**config.mk**
```make
export PLATFORM = sky130hd
export DESIGN_NAME = bin2bcd_seq
export DESIGN_NICKNAME = d
export VERILOG_FILES = /design/src/rtl/bin2bcd_seq_pkg.sv /design/src/rtl/bin2bcd_seq_add3.sv /design/src/rtl/bin2bcd_seq.sv
export SDC_FILE = /design/constraint.sdc
export NUM_CORES = 1
export LEC_CHECK = 0
export ABC_CLOCK_PERIOD_IN_PS = 1600
export BUFFER_PORTS_ARGS = -buffer_cell sky130_fd_sc_hd__clkbuf_2
export CORE_ASPECT_RATIO = 0.8
export CORE_MARGIN = 1
export CORE_UTILIZATION = 40
export CTS_BUF_LIST = sky130_fd_sc_hd__clkbuf_2 sky130_fd_sc_hd__clkbuf_4 sky130_fd_sc_hd__clkbuf_8
export CTS_CLUSTER_DIAMETER = 120
export DETAILED_ROUTE_END_ITERATION = 8
export SLEW_MARGIN = 10
export SYNTH_ARGS = -nofsm -noshare
export SYNTH_HDL_FRONTEND = slang
export SYNTH_HIERARCHICAL = 1
export SYNTH_SLANG_ARGS = --single-unit
```
**constraint.sdc**
```tcl
create_clock -name clk -period 1.6 [get_ports clk]
set_input_delay 0.4 -clock clk [delete_from_list [all_inputs] [get_ports clk]]
set_output_delay 0.4 -clock clk [all_outputs]
set_load 0.05 [all_outputs]
```
**src/rtl/bin2bcd_seq_pkg.sv**
```systemverilog
// Shared definitions for the sequential binary-to-BCD converter and the
// downstream display logic that consumes its packed digits.
package bin2bcd_seq_pkg;

    // Converter FSM states.
    typedef enum logic {
        IDLE  = 1'b0,
        SHIFT = 1'b1
    } state_t;

    // Bits per BCD digit.
    localparam int BCD_DIGIT_W = 4;

    // A digit at or above this value would overflow past 9 after the next
    // doubling, so it is pre-corrected by +3 before the shift.
    localparam logic [BCD_DIGIT_W-1:0] ADD3_THRESHOLD = 4'd5;

    // Digit positions inside the packed BCD word (for the display mux).
    localparam int UNI = 0;
    localparam int DEC = 1;
    localparam int CEN = 2;

    // Double-dabble correction step for one digit; the 4-bit sum drops any
    // carry on purpose (inputs >= 13 never occur in a legal conversion).
    function automatic logic [BCD_DIGIT_W-1:0] add3_digit(input logic [BCD_DIGIT_W-1:0] d);
        logic [BCD_DIGIT_W-1:0] r;
        if (d >= ADD3_THRESHOLD) begin
            r = d + 4'd3;
        end else begin
            r = d;
        end
        return r;
    endfunction

    // True when DIGITS decimal digits can represent every WIDTH-bit value.
    function automatic bit bcd_capacity_ok(input int digits, input int width);
        longint p10;
        longint maxv;
        p10 = 64'sd1;
        for (int i = 0; i < digits; i++) begin
            p10 = p10 * 64'sd10;
        end
        maxv = (64'sd1 <<< width) - 64'sd1;
        return (p10 > maxv);
    endfunction

endpackage

```
**src/rtl/bin2bcd_seq_add3.sv**
```systemverilog
// Single-digit shift-add-3 correction: adds 3 when the digit is 5 or more.
module bcd_add3_digit
    import bin2bcd_seq_pkg::*;
(
    input  logic [BCD_DIGIT_W-1:0] digit_i,
    output logic [BCD_DIGIT_W-1:0] digit_o
);

    // Conditional +3 correction ahead of the next left shift.
    always_comb begin
        digit_o = add3_digit(digit_i);
    end

endmodule

```
**src/rtl/bin2bcd_seq.sv**
```systemverilog
// Multi-cycle binary-to-BCD converter (double dabble). One start request
// runs WIDTH shift steps; the finished result is loaded into bcd_out in the
// same cycle that done pulses, so downstream logic never sees partial digits.
module bin2bcd_seq
    import bin2bcd_seq_pkg::*;
#(
    parameter int WIDTH  = 8,
    parameter int DIGITS = 3
) (
    input  logic                            clk,
    input  logic                            rst,
    input  logic [WIDTH-1:0]                bin_in,
    input  logic                            start,
    output logic                            busy,
    output logic                            done,
    output logic [BCD_DIGIT_W*DIGITS-1:0]   bcd_out
);

    localparam int BCD_W = BCD_DIGIT_W * DIGITS;
    localparam int CNT_W = $clog2(WIDTH + 1);

    // Refuse to build a converter whose digit count cannot hold the input range.
    if (!bcd_capacity_ok(DIGITS, WIDTH)) begin : g_param_err
        $error("bin2bcd_seq: DIGITS too small for WIDTH");
    end

    state_t             state_q, state_d;
    logic [WIDTH-1:0]   bin_q,   bin_d;
    logic [BCD_W-1:0]   scr_q,   scr_d;
    logic [CNT_W-1:0]   cnt_q,   cnt_d;
    logic [BCD_W-1:0]   bcd_q,   bcd_d;
    logic               done_q,  done_d;
    logic               busy_q,  busy_d;

    logic [BCD_W-1:0]   scr_adj_s;
    logic [BCD_W-1:0]   scr_shift_s;
    logic [WIDTH-1:0]   bin_shift_s;

    // One correction cell per scratch digit.
    for (genvar g = 0; g < DIGITS; g++) begin : g_add3
        bcd_add3_digit u_add3 (
            .digit_i (scr_q[g*BCD_DIGIT_W +: BCD_DIGIT_W]),
            .digit_o (scr_adj_s[g*BCD_DIGIT_W +: BCD_DIGIT_W])
        );
    end

    // Shift the corrected scratch and the binary register left as one word;
    // the binary MSB moves into scratch bit 0.
    always_comb begin
        scr_shift_s = {scr_adj_s[BCD_W-2:0], bin_q[WIDTH-1]};
        bin_shift_s = {bin_q[WIDTH-2:0], 1'b0};
    end

    // Next-state logic: start acceptance, shift steps and result hand-off.
    always_comb begin
        state_d = state_q;
        bin_d   = bin_q;
        scr_d   = scr_q;
        cnt_d   = cnt_q;
        bcd_d   = bcd_q;
        done_d  = 1'b0;
        busy_d  = 1'b0;
        case (state_q)
            IDLE: begin
                if (start) begin
                    bin_d   = bin_in;
                    scr_d   = {BCD_W{1'b0}};
                    cnt_d   = CNT_W'(WIDTH);
                    state_d = SHIFT;
                    busy_d  = 1'b1;
                end else begin
                    busy_d  = 1'b0;
                end
            end
            SHIFT: begin
                scr_d = scr_shift_s;
                bin_d = bin_shift_s;
                cnt_d = cnt_q - CNT_W'(1);
                if (cnt_q == CNT_W'(1)) begin
                    bcd_d   = scr_shift_s;
                    done_d  = 1'b1;
                    state_d = IDLE;
                    busy_d  = 1'b0;
                end else begin
                    busy_d  = 1'b1;
                end
            end
            default: begin
                state_d = IDLE;
                busy_d  = 1'b0;
            end
        endcase
    end

    // State and datapath registers with synchronous active-low reset.
    always_ff @(posedge clk) begin
        if (!rst) begin
            state_q <= IDLE;
            bin_q   <= {WIDTH{1'b0}};
            scr_q   <= {BCD_W{1'b0}};
            cnt_q   <= {CNT_W{1'b0}};
            bcd_q   <= {BCD_W{1'b0}};
            done_q  <= 1'b0;
            busy_q  <= 1'b0;
        end else begin
            state_q <= state_d;
            bin_q   <= bin_d;
            scr_q   <= scr_d;
            cnt_q   <= cnt_d;
            bcd_q   <= bcd_d;
            done_q  <= done_d;
            busy_q  <= busy_d;
        end
    end

    // Outputs come straight from registers.
    always_comb begin
        busy    = busy_q;
        done    = done_q;
        bcd_out = bcd_q;
    end

endmodule

```
==> impl_metrics.toml <==
[sta]
min_period_ns = 1.480
tightest_slew_ns = 0.4390
max_freq_ghz = 0.6757
slew_violations = 0
finalHoldViolCount = 0
skew_ns = 0.01050
fin_crit_sh_pct = 92.50
setup_ws_ns = 0.1200
finalSetupViolations = 0
rsz0062_at_grt = "no"
maxSlewHeadroom_pct = 70.73
timing.setup.tns_ns = 0

[global_route]
grt_max_degree = 31
grt_antenna_before_repair = 0
grt_pass1_vias = 1245
grt_remaining_overflow = 0
grt_first_pass_wirelength_mm = 5.720
grt_util_all_layers_pct = 15.02

[cells_and_area]
syn_to_final_growth_pct = 14.92
fillers = 413
diodes = 0
drive_above_1_share_pct = 22.62
layout_common_cells = "dfxtp_1 (38), clkbuf_2 (23), nand2_1 (18)"
nets = 239
final_cells = 278
mostFrequentLayoutCell = "dfxtp_1"
stdcell_area_mm2 = 0.002101

[yosys]
synth.avg_cell_area_um2 = 9.423
ys_warn_count = 6
synthCells = 194
syn_nets = 213
netlist_area_mm2 = 0.001828

[routing]
wl_per_cell_um = 11.95
dr.pass1.iters = 4
drc_errors = 0
detail_route.iter0.violations = 44
ant_nets = 0
avgViaCountPerCell = 4.773
wl_mm = 3.323
vias = 1327

[clock_network]
clock_latency_ns = 0.29
cts_tree = "done"
cts_buffers = 5
clkTransAtPathRegs_ns = 0.08
post_cts_resized = 0
cts_hold_repair.buffers = 0
cts-root-buf = "clkbuf_8"
h-tree-depth = 2
cts_max_path_buffers = 2
post-cts-setup-buffer-count = 0
cts_sinks = 38

[floorplan]
core_area_mm2 = 0.004283
die_area_mm2 = 0.004846
die_y_um = 62.47
fp-row-count = 21
io_pins = 25
die_x_um = 77.58
start_util_pct = 42.68

[worst_setup_path]
worst_path_max_delay_cell = "dfxtp_1"
cp_top_family = "flip-flops"
path_max_fanout = 3
cp-start-kind = "flop"
crit_arrival_ns = 1.72
required_ns = 1.84
crit_buf_inv = 1
crit_type = "flop to flop"
slowest_delay_ns = 0.34
crit_path_end_kind = "flop"
path_cells = "inv_1, ha_1, nand2b_1, a21oi_2, mux2i_1, a21oi_1, nor2b_1"

[placement]
dp.cells = 270
port_buffers = 24
dpl_worst_slack_ns = 0.1246
routabilityCongestion = 0.7723
dp_hpwl_mm = 2.261
dpl_cell_area_mm2 = 0.002002

[power]
p_total_w = 0.001864
peakVddDrop_mv = 0.3610
powerDensity_mw_per_mm2 = 887.5
leakage_nw = 0.8767

[job]
drv_cap = 0

[hold_path]
hold_class = "primary input to flop"

[run_status]
status = "completed"
-- routing by layer --
| layer | track usage [%] | routed length, um | up-vias |
|---|---|---|---|
| met5 | 0 | 0 | - |
| met4 | 7.075 | 50 | 0 |
| met3 | 4.380 | 96 | 5 |
| met2 | 23.78 | 1467 | 16 |
| met1 | 18.69 | 1708 | 595 |
| li1 | - | - | 711 |
-- path summary, 6_finish.rpt --
path	slack [ns]	cells after the start	end	from
setup reg to reg	0.12	7	scr_q[6]	scr_q[5]
setup / recovery	0.12	7	scr_q[6]	scr_q[5]
hold / removal	0.41	3	bin_q[0]	bin_in[0]
hold reg to reg	0.48	1	bcd_out[6]	bcd_out[6]
-- worst min-delay path: cells and delay by family --
kind / cells / cell delay [ns]
buf+inv: 1 / 0.08
mux: 1 / 0.12
simple gates: 1 / 0.06
-- registers in the layout, summed over array words and instances (netlist names) --
name     count
bcd_out     12
scr_q       12
bin_q        8
cnt_q        4
busy         1
done         1
-- power by group --
part	internal [W]	switching, W
Combinational	0.0000831	0.0000961
Clock	0.000347	0.000353
Sequential	0.000970	0.0000155
-- per-stage QoR --
stage               util (%)  hold slack, ns
detailed placement     46.74          0.4637
CTS                    48.96          0.3973
global placement       46.74          0.4619
floorplan                  -          0.4700
global route           49.05          0.4255
finish                 49.05          0.4142
-- final cells by class --
cell class | instances | area, um^2 | area share [%]
repair buffers | 31 | 191.4 | 9.113
clock inverters | 2 | 12.51 | 0.5956
clock buffers | 6 | 82.58 | 3.931
well taps | 57 | 71.32 | 3.395
inverters | 8 | 30.03 | 1.429
flip-flops and latches | 38 | 760.7 | 36.21
multi-input cells | 136 | 952.2 | 45.32
No activity file was read; power rests on OpenSTA's default activity.
